<file path="src/rtl/systolic_pkg.sv">
// Shared types and defaults for the systolic array sequencer.
// Drain length covers buffer latency, skew and forwarding hops.
package systolic_pkg;

    localparam int SYS_N       = 4;
    localparam int SYS_WORD    = 8;
    localparam int SYS_OUT_LAT = 1;

    typedef enum logic [2:0] {
        S_IDLE,
        S_CLR,
        S_FEED,
        S_DRAIN,
        S_CAP,
        S_DONE
    } seq_state_t;

    function automatic int drain_cycles(input int n, input int out_lat);
        return 2 * n + out_lat;
    endfunction

endpackage

</file>
<file path="src/rtl/skew_line.sv">
// Fixed-depth delay line carrying a valid tag with each word.
// Output is forced to zero whenever the tag at the tail is clear.
module skew_line #(
    parameter int DEPTH = 1,
    parameter int WORD  = 8
) (
    input  logic            clk,
    input  logic            clear,
    input  logic [WORD-1:0] d_i,
    input  logic            vld_i,
    output logic [WORD-1:0] q_o
);

    logic [WORD-1:0]  data_q [DEPTH];
    logic [DEPTH-1:0] vld_q;

    always_ff @(posedge clk or posedge clear) begin
        if (clear) begin
            for (int i = 0; i < DEPTH; i++) begin
                data_q[i] <= '0;
            end
            vld_q <= '0;
        end else begin
            data_q[0] <= d_i;
            vld_q[0]  <= vld_i;
            for (int i = 1; i < DEPTH; i++) begin
                data_q[i] <= data_q[i-1];
                vld_q[i]  <= vld_q[i-1];
            end
        end
    end

    assign q_o = vld_q[DEPTH-1] ? data_q[DEPTH-1] : '0;

endmodule

</file>
<file path="src/rtl/systolic_seq_ctrl.sv">
// Sequencer: clears the array, streams K skewed operand vectors,
// waits for the wavefront to drain, then pulses capture and done.
module systolic_seq_ctrl
    import systolic_pkg::*;
#(
    parameter int N       = SYS_N,
    parameter int WORD    = SYS_WORD,
    parameter int K_W     = 8,
    parameter int OUT_LAT = SYS_OUT_LAT
) (
    input  logic            clk,
    input  logic            clear,
    input  logic            start,
    input  logic [K_W-1:0]  k_len,
    output logic            busy,
    output logic            done,
    output logic            rd_en,
    output logic [K_W-1:0]  rd_addr,
    input  logic [N*WORD-1:0] rd_a,
    input  logic [N*WORD-1:0] rd_b,
    output logic [N*WORD-1:0] a_edge,
    output logic [N*WORD-1:0] b_edge,
    output logic            array_clear,
    output logic            capture
);

    localparam int DRN = drain_cycles(N, OUT_LAT);
    localparam int CW  = $clog2(DRN + 1);
    localparam logic [CW-1:0]  DRN_LD = CW'(DRN - 1);
    localparam logic [CW-1:0]  CNT_ONE = CW'(1);
    localparam logic [K_W-1:0] K_ONE  = K_W'(1);

    seq_state_t     state_q;
    logic [K_W-1:0] k_q;
    logic [K_W-1:0] rd_addr_q;
    logic [CW-1:0]  cnt_q;
    logic           busy_q;
    logic           done_q;
    logic           rd_en_q;
    logic           rd_vld_q;
    logic           clr_q;
    logic           cap_q;

    always_ff @(posedge clk or posedge clear) begin
        if (clear) begin
            state_q   <= S_IDLE;
            k_q       <= '0;
            rd_addr_q <= '0;
            cnt_q     <= '0;
            busy_q    <= 1'b0;
            done_q    <= 1'b0;
            rd_en_q   <= 1'b0;
            rd_vld_q  <= 1'b0;
            clr_q     <= 1'b0;
            cap_q     <= 1'b0;
        end else begin
            // Buffer data lands one cycle after the read strobe.
            rd_vld_q <= rd_en_q;
            unique case (state_q)
                S_IDLE: begin
                    if (start) begin
                        state_q <= S_CLR;
                        k_q     <= k_len;
                        busy_q  <= 1'b1;
                        clr_q   <= 1'b1;
                    end
                end
                S_CLR: begin
                    clr_q <= 1'b0;
                    if (k_q != '0) begin
                        state_q   <= S_FEED;
                        rd_en_q   <= 1'b1;
                        rd_addr_q <= '0;
                    end else begin
                        state_q <= S_DRAIN;
                        cnt_q   <= DRN_LD;
                    end
                end
                S_FEED: begin
                    if (rd_addr_q == k_q - K_ONE) begin
                        state_q   <= S_DRAIN;
                        rd_en_q   <= 1'b0;
                        rd_addr_q <= '0;
                        cnt_q     <= DRN_LD;
                    end else begin
                        rd_addr_q <= rd_addr_q + K_ONE;
                    end
                end
                S_DRAIN: begin
                    // Stays here for DRN cycles: DRN_LD down to zero.
                    if (cnt_q == '0) begin
                        state_q <= S_CAP;
                        cap_q   <= 1'b1;
                    end else begin
                        cnt_q <= cnt_q - CNT_ONE;
                    end
                end
                S_CAP: begin
                    state_q <= S_DONE;
                    cap_q   <= 1'b0;
                    busy_q  <= 1'b0;
                    done_q  <= 1'b1;
                end
                S_DONE: begin
                    state_q <= S_IDLE;
                    done_q  <= 1'b0;
                end
                default: begin
                    state_q <= S_IDLE;
                end
            endcase
        end
    end

    assign busy        = busy_q;
    assign done        = done_q;
    assign rd_en       = rd_en_q;
    assign rd_addr     = rd_addr_q;
    assign array_clear = clr_q;
    assign capture     = cap_q;

    for (genvar i = 0; i < N; i++) begin : g_lane
        skew_line #(
            .DEPTH (1 + i),
            .WORD  (WORD)
        ) u_skew_a (
            .clk   (clk),
            .clear (clear),
            .d_i   (rd_a[i*WORD +: WORD]),
            .vld_i (rd_vld_q),
            .q_o   (a_edge[i*WORD +: WORD])
        );
        skew_line #(
            .DEPTH (1 + i),
            .WORD  (WORD)
        ) u_skew_b (
            .clk   (clk),
            .clear (clear),
            .d_i   (rd_b[i*WORD +: WORD]),
            .vld_i (rd_vld_q),
            .q_o   (b_edge[i*WORD +: WORD])
        );
    end

endmodule

</file>
<file path="config.mk">
export PLATFORM = sky130hd
export DESIGN_NAME = systolic_seq_ctrl
export DESIGN_NICKNAME = d
export VERILOG_FILES = /design/src/rtl/systolic_pkg.sv /design/src/rtl/skew_line.sv /design/src/rtl/systolic_seq_ctrl.sv
export SDC_FILE = /design/constraint.sdc
export NUM_CORES = 1
export LEC_CHECK = 0
export BUFFER_PORTS_ARGS = -buffer_cell sky130_fd_sc_hd__buf_2
export CORE_ASPECT_RATIO = 1.4
export CORE_MARGIN = 8
export CORE_UTILIZATION = 40
export DETAILED_ROUTE_END_ITERATION = 12
export MAX_ROUTING_LAYER = met4
export SLEW_MARGIN = 20
export SYNTH_ARGS = -nofsm -noshare
export SYNTH_HDL_FRONTEND = slang
export SYNTH_SLANG_ARGS = --single-unit
</file>
<file path="constraint.sdc">
create_clock -name clk -period 20.7 [get_ports clk]
set_clock_uncertainty 0.05 [all_clocks]
set_input_delay 4.14 -clock clk [delete_from_list [all_inputs] [get_ports clk]]
set_output_delay 4.14 -clock clk [all_outputs]
set_load 0.005 [all_outputs]
</file>
== Word level (Yosys, flattened, before mapping) ==
Cells that the tools add are included.
Widths: inputs -> output; s select.
Operators by class
  add/subtract/negate cells: 3
  equality and inequality tests: 12
  mux-type cells: 29
  reduce and logical (&&, ||, !) cells: 17
Operator list (number)
  $mux 8: 10
  $pmux 8 s2: 1
  $pmux 3 s5: 1
  $mux 4: 3
  $ne 2x2->1 const B: 6
  $pmux 4 s3: 1
  $pmux 1 s2: 5
  $reduce_and 2->1: 5
  $reduce_bool 2->1: 5
  $mux 3: 3
  $add 8x1->8 const B: 1
  $eq 8x8->1: 1
  $reduce_bool 8->1: 1
  $sub 8x1->8 const B: 1
  $eq 3x2->1 const B: 2
  $eq 3x3->1 const B: 2
  $reduce_and 3->1: 2
  $mux 1: 5
  $logic_not 4->1: 1
  $reduce_and 4->1: 1
  $sub 4x1->4 const B: 1
  $eq 3x1->1 const B: 1
  $logic_not 3->1: 1
  $reduce_bool 3->1: 1
Storage, ports and cells
  flip-flop bits (word level): 208
  output and inout port bits: 77
  logic and storage cells: 98

== Longest topological paths before layout ==
Gate-level depths: netlist of run 1.
  depth after elaboration: 4
  depth in mapped cells: 9
  depth with buffers taken out: 8

== Modules after synthesis ==
Synthesis of run 1 repeated with hierarchy kept, for this count alone.
Unflattened totals
  cells, all modules: 426
  area total of the unflattened synthesis: 6578.8 sq um
Modules (own cells, without submodules)
  skew_line at g_lane[3].u_skew_a ...: times used 2, cells each 45, area each 954.7 sq um
  systolic_seq_ctrl: times used 1, cells each 174, area each 1644.1 sq um
  skew_line at g_lane[2].u_skew_a ...: times used 2, cells each 36, area each 729.4 sq um
  skew_line at g_lane[1].u_skew_a ...: times used 2, cells each 27, area each 504.2 sq um
  skew_line at g_lane[0].u_skew_a ...: times used 2, cells each 18, area each 279.0 sq um

== Worst setup path before layout of run 1 ==
No wires, ideal clock.
  path type: input to register
  from: input port start
  to: register k_q[2]
  library setup time: 125 ps
  arrival time: 4949 ps
  required time: 20525 ps
  path slack: 15576 ps
  cell stages on the path: 3
  buffers on the path: 0
  path through: nand2_1 -> nor2_1 -> mux2_2
Between the ends
  longest elaborated chain between the ends: 1
Ends and longest elaborated chain
  from (decl): line systolic_seq_ctrl.sv:13  | input logic start,
  $reduce_and 2->1 (no source line)
  to (signal assigned): line systolic_seq_ctrl.sv:63  | k_q <= k_len;
  to (decl): line systolic_seq_ctrl.sv:34  | logic [K_W-1:0] k_q;
Every way passes these cells.
A chain may end at the register's enable or synchronous reset.

==> reports/summary.txt, run 1 <==
final worst setup slack - 15.15 ns
fillers - 1,342
most common cell after layout, fill and taps aside - dfrtp_1
max-slew violation count - 0
synth warn - 0
number of port buffers - 151
Worst EP required - 16.51 ns
CP Launch Type - register
initial core utilization - 40.2%
CTS sink count - 193
Distinct cells, synth - 46
Total Routed Length - 11,900 um
crit path DAT - 1.36 ns
RSZ-0062 raised after global routing - no
placed insts - 743
sequential fraction of the synthesis area - 77.9%
Ports - 152
Synth Register Bits - 193
area share of the largest cell type after synthesis - 77.9%
min Tclk post-route - 5.55 ns
initial antenna violation count - 1
area delta synth->final - 26.2%
DRT iter0 DRCs - 197
Num CTS Buffers - 17
Post-CTS Setup Inserts - 0
Chip Width - 121 um
nets - 645
crit path kind - register to output port
Hold Crit Class - register to register
hold_buf cts - 0
CTS tree - done
Yosys top cell by area - dfrtp_1
first-pass GRT wire length - 19,000 um
Worst R2R End - cnt_q[2]
clk buf depth - 2
crit path max fanout - 16
setup TNS - 0 ns
run status - complete, no violations
period utilization - 26.8%
Synth Cell Area - 6200 sq um
wire length per cell - 15.3 um
worst hold start - g_lane[2].u_skew_a.data_q[14]
Routed Antenna Nets - 0
DRT Pass-1 Iters - 4
insertion delay to the later sink of the worst-skew pair - 0.41 ns
fraction of registers with async set/reset - 100%
hold endpoint - g_lane[2].u_skew_a.data_q[6]
GRT overflow - 0
R2R Setup Slk - 18.13 ns
CTS-repair resized insts - 0
syn_area_per_cell - 15.3 sq um
die area - 19,800 sq um
Slew @ Worst Pin - 0.730 ns
top post-synthesis cells by area - dfrtp_1, and2_1, mux2_2
# rows - 54
hold path depth - 0
worst reg-to-reg path cell count - 8
routability cong. - 0.771
crit path capture type - output port
max_cap viols - 0
Vias - 3,509
slew margin rel. - 51.3%
largest net degree at the start of global routing - 112
GRT Overall Usage - 13.0%
Post-Layout Cell Count - 777
root buffer cell - clkbuf_16
Power Density - 127 nW/um^2
Peak VDD IR - 0.0637 mV
Die H - 163 um
Max Freq - 0.180 GHz
R2R Path Start - k_q[0]
Post-DP HPWL - 8730 um
CTS H-tree depth - 4
Util after Layout - 50.8%
EDFF count, synth - 0
Main synth FF type - dfrtp_1
leakage power - 3.70 nW
vias per inst - 4.52
Hold Fails Final Rpt - 0
# DRC - 0
pre-CTS WS - 14.76 ns
Cells after Synth - 405
core area - 15,400 sq um
Final Setup Violations - 0
number of global-route vias before repair - 3,816
layout cells sized above 1 - 34.7%
Synthesized Nets - 483
most frequent cells in the layout - dfrtp_1, buf_2, and2_1
Clock transition at path regs - 0.07 ns
cell families after synthesis:
family	after synthesis	synth area share, %
flip-flops	193	77.9
AND/OR/NAND/NOR	126	11.7
AO/OA/AOI/OAI	45	5.37
buffers and inverters	18	1.27
XOR/XNOR	12	1.70
multiplexers	8	1.43
adder cells (fa/ha/maj)	3	0.606
how the worst max path moves through the flow:
stage,start,end,slack [ns],cells after the start
floorplan,clear,array_clear,11.25,1
global placement,clear,g_lane[3].u_skew_b.data_q[17],14.84,3
detailed placement,clear,g_lane[3].u_skew_b.data_q[22],14.76,3
CTS,g_lane[3].u_skew_a.vld_q[3],a_edge[29],15.06,2
global route,g_lane[3].u_skew_a.vld_q[3],a_edge[29],15.03,2
finish,g_lane[3].u_skew_a.vld_q[3],b_edge[30],15.15,2
critical path: stages, from the launching register on:
cell	delay (ns)
dfrtp_1	0.59
and2_1	0.23
buf_2	0.13
cell usage after synthesis, types with 3 or more instances:
cell / count
nor2_1: 12
nand2b_1: 6
dfrtp_1: 193
nor3_1: 5
inv_1: 8
o21ai_0: 10
a21oi_1: 8
and2_1: 67
xor2_1: 7
xnor2_1: 5
a21o_1: 5
clkbuf_1: 6
nand3_1: 6
ha_1: 3
nand2_1: 17
a221oi_1: 4
mux2_2: 6
buf_2: 3
per-stage QoR:
step,area (sq um),power (mW),hold WS (ns)
floorplan,6200,0.592,0.281
global placement,7160,0.664,0.281
finish,7820,0.989,0.293
CTS,7790,1.01,0.295
detailed placement,7160,0.673,0.285
global route,7820,1.05,0.303
where the power goes:
| part | leakage [nW] | internal [mW] | switching [mW] |
|---|---|---|---|
| Sequential | 2.25 | 0.416 | 0.0445 |
| Clock | 0.302 | 0.179 | 0.151 |
| Combinational | 1.15 | 0.0971 | 0.102 |
layout make-up:
| class | count | area [sq um] | share of cell area (%) |
|---|---|---|---|
| inverter | 8 | 37.5 | 0.480 |
| timing repair buffer | 153 | 791 | 10.1 |
| clock buffer | 18 | 439 | 5.62 |
| sequential | 193 | 4830 | 61.8 |
| tap | 196 | 245 | 3.14 |
| clock inverter | 14 | 185 | 2.37 |
| multi-input combinational | 194 | 1290 | 16.5 |
| antenna | 1 | 2.50 | 0.0320 |
registers in the layout (all words and copies together), names as in the netlist, 3 cells and up:
name                    flops
cnt_q                       4
rd_addr                     8
state_q                     3
k_q                         8
g_lane.u_skew_b.data_q     80
g_lane.u_skew_a.data_q     80
g_lane.u_skew_b.vld_q       3
metal layers:
layer / vias to the layer above / GRT usage (%) / wire, um
li1: 1656 / - / -
met4: 0 / 5.91 / 199
met5: - / - / 0
met3: 12 / 3.70 / 730
met2: 100 / 22.3 / 6300
met1: 1741 / 13.5 / 4630
Power figures use the tool's default switching activity.
==> inputs of run 2 (changes only) <==
--- a/config.mk
+++ b/config.mk
@@ -11,6 +11,7 @@
 export CORE_UTILIZATION = 40
 export DETAILED_ROUTE_END_ITERATION = 12
 export MAX_ROUTING_LAYER = met4
+export PLACE_DENSITY = 0.65
 export SLEW_MARGIN = 20
 export SYNTH_ARGS = -nofsm -noshare
 export SYNTH_HDL_FRONTEND = slang
==> constraint.sdc (replaced) <==
create_clock -name clk -period 4.5 [get_ports clk]
set_clock_uncertainty 0.05 [all_clocks]
set_input_delay 0.9 -clock clk [delete_from_list [all_inputs] [get_ports clk]]
set_output_delay 0.9 -clock clk [all_outputs]
set_load 0.005 [all_outputs]
==> run 2 against run 1 <==
Worst setup slack worse by 13 ns. Via count up 0.51%. Sequential power rose to 4.6 times the previous value. Critical path type is now register to register. Utilization down 0.081 points. Largest cell class unchanged.
==> reports/summary.txt, run 2 (same netlist as run 1, synthesis figures left out) <==
Num CTS Buffers - 17
most common cell after layout, fill and taps aside - dfrtp_1
number of global-route vias before repair - 3,810
core area - 15,400 sq um
nets - 645
Max Freq - 0.402 GHz
max_cap viols - 0
largest net degree at the start of global routing - 194
most frequent cells in the layout - dfrtp_1, buf_2, and2_1
Power Density - 578 nW/um^2
Worst EP required - 4.76 ns
clk buf depth - 2
vias per inst - 4.55
crit path max fanout - 10
# DRC - 0
CTS H-tree depth - 4
Regs by FF count - g_lane.u_skew_a.data_q (80), g_lane.u_skew_b.data_q (80)
area delta synth->final - 26.0%
crit path kind - register to register
hold path depth - 0
Peak VDD IR - 0.313 mV
CP Launch Type - register
max-slew violation count - 0
RSZ-0062 raised after global routing - no
CTS sink count - 193
Ports - 152
# rows - 54
Hold Crit Class - register to register
run status - complete, no violations
routability cong. - 0.832
hold_buf cts - 0
GRT Overall Usage - 12.9%
setup TNS - 0 ns
leakage power - 3.69 nW
crit path capture type - register
first-pass GRT wire length - 19,200 um
number of port buffers - 151
period utilization - 55.3%
Power Total - 4.52 mW
Chip Width - 121 um
Hold Fails Final Rpt - 0
crit path DAT - 2.75 ns
CTS tree - done
Final Setup Violations - 0
root buffer cell - clkbuf_16
DRT iter0 DRCs - 124
fillers - 1,340
min Tclk post-route - 2.49 ns
Die H - 163 um
wire length per cell - 14.9 um
GRT overflow - 0
worst reg-to-reg path cell count - 8
initial antenna violation count - 0
Slew @ Worst Pin - 0.710 ns
slew margin rel. - 52.5%
final worst setup slack - 2.01 ns
Post-CTS Setup Inserts - 0
Clock transition at path regs - 0.07 ns
DRT Pass-1 Iters - 4
Post-DP HPWL - 8240 um
CTS-repair resized insts - 0
pre-CTS WS - 2.05 ns
Routed Antenna Nets - 0
layout cells sized above 1 - 34.5%
Vias - 3,527
Total Routed Length - 11,600 um
die area - 19,800 sq um
insertion delay to the later sink of the worst-skew pair - 0.42 ns
initial core utilization - 40.2%
ant diodes - 0
==> run 2: cell types whose count changed in the layout (fill, tap and decap cells not counted), sizes merged <==
cell      before  now
inv           15   11
clkinv         5    7
clkinvlp       1    3
diode          1    0
==> run 2: cell type report <==
type	count	area (sq um)	share of cell area, %
repair buffers	153	803	10.3
clock buffers	18	429	5.50
inverters	8	33.8	0.433
multi-input cells	194	1290	16.5
well taps	196	245	3.14
flip-flops and latches	193	4830	61.9
clock inverters	14	176	2.26
==> run 2: critical path: stages (launching register included) <==
cell and delay [ns]:
dfrtp_1 0.44, inv_1 0.11, ha_1 0.37, nand2_1 0.09, mux2i_1 0.14, a21oi_1 0.12
a2111oi_4 0.52, a21oi_2 0.21, mux2_1 0.32
==> run 2: final timing paths <==
path / endpoint / start / slack [ns]
max in group asynchronous: g_lane[3].u_skew_a.data_q[1] / clear / 2.94
min: g_lane[1].u_skew_b.data_q[4] / g_lane[1].u_skew_b.data_q[12] / 0.30
max reg2reg: rd_addr[0] / k_q[0] / 2.01
min reg2reg: g_lane[1].u_skew_b.data_q[4] / g_lane[1].u_skew_b.data_q[12] / 0.30
min in group asynchronous: k_q[2] / clear / 0.51
max: rd_addr[0] / k_q[0] / 2.01
==> run 2: metal layers <==
metal | up-vias | global-route usage, % | routed length, um
met5 | - | - | 0
li1 | 1650 | - | -
met3 | 17 | 4.46 | 876
met1 | 1728 | 15.7 | 5060
met2 | 132 | 19.2 | 5450
met4 | 0 | 5.12 | 202
==> run 2: power by group <==
group / leakage (nW) / internal (mW) / total (mW) / switching [mW]
clock network: 0.286 / 0.796 / 1.48 / 0.683
registers: 2.25 / 1.92 / 2.12 / 0.209
logic: 1.15 / 0.448 / 0.913 / 0.464
total: 3.69 / 3.16 / 4.52 / 1.36
==> run 2: per-stage QoR <==
stage	hold slack [ns]	util, %	cell area [sq um]	std cells
after floorplan	0.281	-	6200	405
after global placement	0.281	46.6	7170	743
after detailed placement	0.285	46.6	7170	743
after CTS	0.300	50.5	7780	775
after global routing	0.303	50.7	7810	776
final	0.296	50.7	7810	776
==> inputs of run 3 (changes only) <==
--- a/config.mk
+++ b/config.mk
@@ -5,13 +5,13 @@
 export SDC_FILE = /design/constraint.sdc
 export NUM_CORES = 1
 export LEC_CHECK = 0
+export ABC_AREA = 1
 export BUFFER_PORTS_ARGS = -buffer_cell sky130_fd_sc_hd__buf_2
 export CORE_ASPECT_RATIO = 1.4
 export CORE_MARGIN = 8
 export CORE_UTILIZATION = 40
 export DETAILED_ROUTE_END_ITERATION = 12
 export MAX_ROUTING_LAYER = met4
-export PLACE_DENSITY = 0.65
 export SLEW_MARGIN = 20
 export SYNTH_ARGS = -nofsm -noshare
 export SYNTH_HDL_FRONTEND = slang
==> constraint.sdc (replaced) <==
create_clock -name clk -period 2.5 [get_ports clk]
set_clock_uncertainty 0.05 [all_clocks]
set_input_delay 0.5 -clock clk [delete_from_list [all_inputs] [get_ports clk]]
set_output_delay 0.5 -clock clk [all_outputs]
set_load 0.005 [all_outputs]
==> run 3 against run 2 <==
Sequential share of layout area fell by 1.0 points. Wire length rose by 5.4%. Worst hold slack got worse by 0.17 ns. Die area rose by 2.5%. Sequential cell count did not move. Worst setup slack got worse by 1.5 ns. First-iteration DRC count rose by 130%. Via count rose by 7.6%. Clock power rose by 75%. Register-to-register slack got worse by 1.4 ns. Critical path type is now register to output port.
==> reports/summary.txt, run 3 <==
R2R Path Start - k_q[0]
RSZ-0062 raised after global routing - no
Combinational Power Share - 21.0%
max-slew violation count - 0
Synth Register Bits - 193
max_cap viols - 0
initial core utilization - 40.8%
setup TNS - 0 ns
area share of the largest cell type after synthesis - 75.8%
DRT iter0 DRCs - 281
most frequent cells after synthesis - dfrtp_1, nand2_1, inv_1
Synth Cell Area - 6370 sq um
insertion delay to the later sink of the worst-skew pair - 0.42 ns
switching share of power - 31.5%
Max Freq - 0.514 GHz
CTS tree - done
hold_buf cts - 0
leakage power - 4.40 nW
CTS-repair resized insts - 0
most frequent cells in the layout - dfrtp_1, buf_2, nand2_1
Yosys top cell by area - dfrtp_1
Cells after Synth - 520
top post-synthesis cells by area - dfrtp_1, nand2_1, inv_1
power share of the clock group - 31.8%
Hold Crit Class - input pin to register
Worst R2R End - cnt_q[0]
GRT overflow - 0
final worst setup slack - 0.556 ns
number of global-route vias before repair - 4,184
GRT Overall Usage - 13.2%
Final Setup Violations - 0
Main synth FF type - dfrtp_1
min Tclk post-route - 1.94 ns
Critical path origin - g_lane[3].u_skew_b.vld_q[2]
sequential fraction of the synthesis area - 75.8%
nets - 758
first-pass GRT wire length - 19,900 um
area delta synth->final - 24.5%
Chip Width - 123 um
clk buf depth - 2
Synthesized Nets - 598
# DRC - 0
synth warn - 0
Post-Layout Cell Count - 889
most common cell after layout, fill and taps aside - dfrtp_1
run status - complete, no violations
Routed Antenna Nets - 0
crit path capture type - output port
Fin Hold WS - 0.125 ns
layout cells sized above 1 - 30.3%
Vias - 3,796
Clock transition at path regs - 0.07 ns
Internal - 5.57 mW
count leader, synth - dfrtp_1
Ports - 152
Seq pwr share - 47.2%
Distinct cells, synth - 28
DRT Pass-1 Iters - 4
pre-CTS WS - 0.580 ns
number of port buffers - 151
hold path depth - 1
placed insts - 857
Hold Fails Final Rpt - 0
crit path max fanout - 17
crit path kind - register to output port
EDFF count, synth - 0
largest net degree at the start of global routing - 66
worst hold start - rd_b[24]
Post-CTS Setup Inserts - 0
hold endpoint - g_lane[3].u_skew_b.data_q[24]
Net Switching - 2.56 mW
# rows - 54
core area - 15,600 sq um
Total Routed Length - 12,200 um
period utilization - 77.8%
CTS H-tree depth - 4
Worst EP required - 1.95 ns
initial antenna violation count - 1
slew margin rel. - 53.6%
crit path DAT - 1.39 ns
wire length per cell - 13.7 um
syn_area_per_cell - 12.3 sq um
Util after Layout - 50.8%
fraction of registers with async set/reset - 100%
Slew @ Worst Pin - 0.694 ns
CTS sink count - 193
R2R Setup Slk - 0.57 ns
root buffer cell - clkbuf_16
Peak VDD IR - 0.485 mV
die area - 20,300 sq um
Power Density - 1020 nW/um^2
worst reg-to-reg path cell count - 13
routability cong. - 0.807
Num CTS Buffers - 17
Post-DP HPWL - 9020 um
CP Launch Type - register
Regs by FF count - g_lane.u_skew_a.data_q (80), g_lane.u_skew_b.data_q (80)
vias per inst - 4.27
Die H - 165 um
## run 3: changes by cell type in the layout (fill, tap and decap cells not counted), moves of 6 or more
cell	previous run	this run
nand2_1	17	120
and2_1	67	0
nand3_1	6	17
nand2b_1	6	0
mux2_2	6	0
inv_1	7	92
nor2_1	12	21
## run 3: kinds of logic after synthesis
group           count (synthesis)  synth area share [%]
compound gates                 23                  2.28
xor+xnor                       16                  2.20
fa+ha+maj                       3                 0.589
buf+inv                       108                  6.70
flops                         193                  75.8
simple gates                  177                  12.4
## run 3: power by group through the flow
stage | registers, mW | logic [mW] | clock network, mW
3_5_place_dp | 3.90 | 1.74 | 0
2_1_floorplan | 3.72 | 1.28 | 0
3_3_place_gp | 3.88 | 1.66 | 0
5_1_grt | 3.91 | 1.97 | 2.80
6_report | 3.84 | 1.71 | 2.59
4_1_cts | 3.85 | 1.74 | 2.67
## run 3: cell type report
| type | instances | area, sq um |
|---|---|---|
| fill | 1386 | 7670 |
| sequential | 193 | 4830 |
| multi-input combinational | 219 | 1120 |
| timing repair buffer | 154 | 816 |
| clock buffer | 19 | 443 |
| inverter | 95 | 360 |
| tap | 196 | 245 |
| clock inverter | 12 | 121 |
| antenna | 1 | 2.50 |
## run 3: how the worst max path moves through the flow
| stage | to | slack (ns) | depth (start not counted) |
|---|---|---|---|
| finish | b_edge[18] | 0.56 | 3 |
| global route | b_edge[22] | 0.39 | 3 |
| CTS | b_edge[7] | 0.49 | 3 |
| global placement | cnt_q[3] | 0.69 | 13 |
| floorplan | array_clear | -0.54 | 1 |
| detailed placement | cnt_q[3] | 0.58 | 13 |
## run 3: worst max-delay path: stages (launching register included)
cell and delay [ns]:
dfrtp_1 0.67, nand2_1 0.12, inv_1 0.07, buf_2 0.11
## run 3: routing by layer
metal  wire length [um]  GRT usage, %  share of wire [%]
met1               4920          14.7                 40
met5                  0             -                  0
met3                673          3.64                5.5
met4                277          7.06                2.3
met2               6350          21.3                 52
## run 3: stage by stage
| stage | instance area (sq um) | total power [mW] |
|---|---|---|
| final | 7930 | 8.13 |
| after global routing | 7930 | 8.68 |
| after detailed placement | 7370 | 5.64 |
| after CTS | 7930 | 8.25 |
| after global placement | 7370 | 5.55 |
| after floorplan | 6380 | 5.00 |
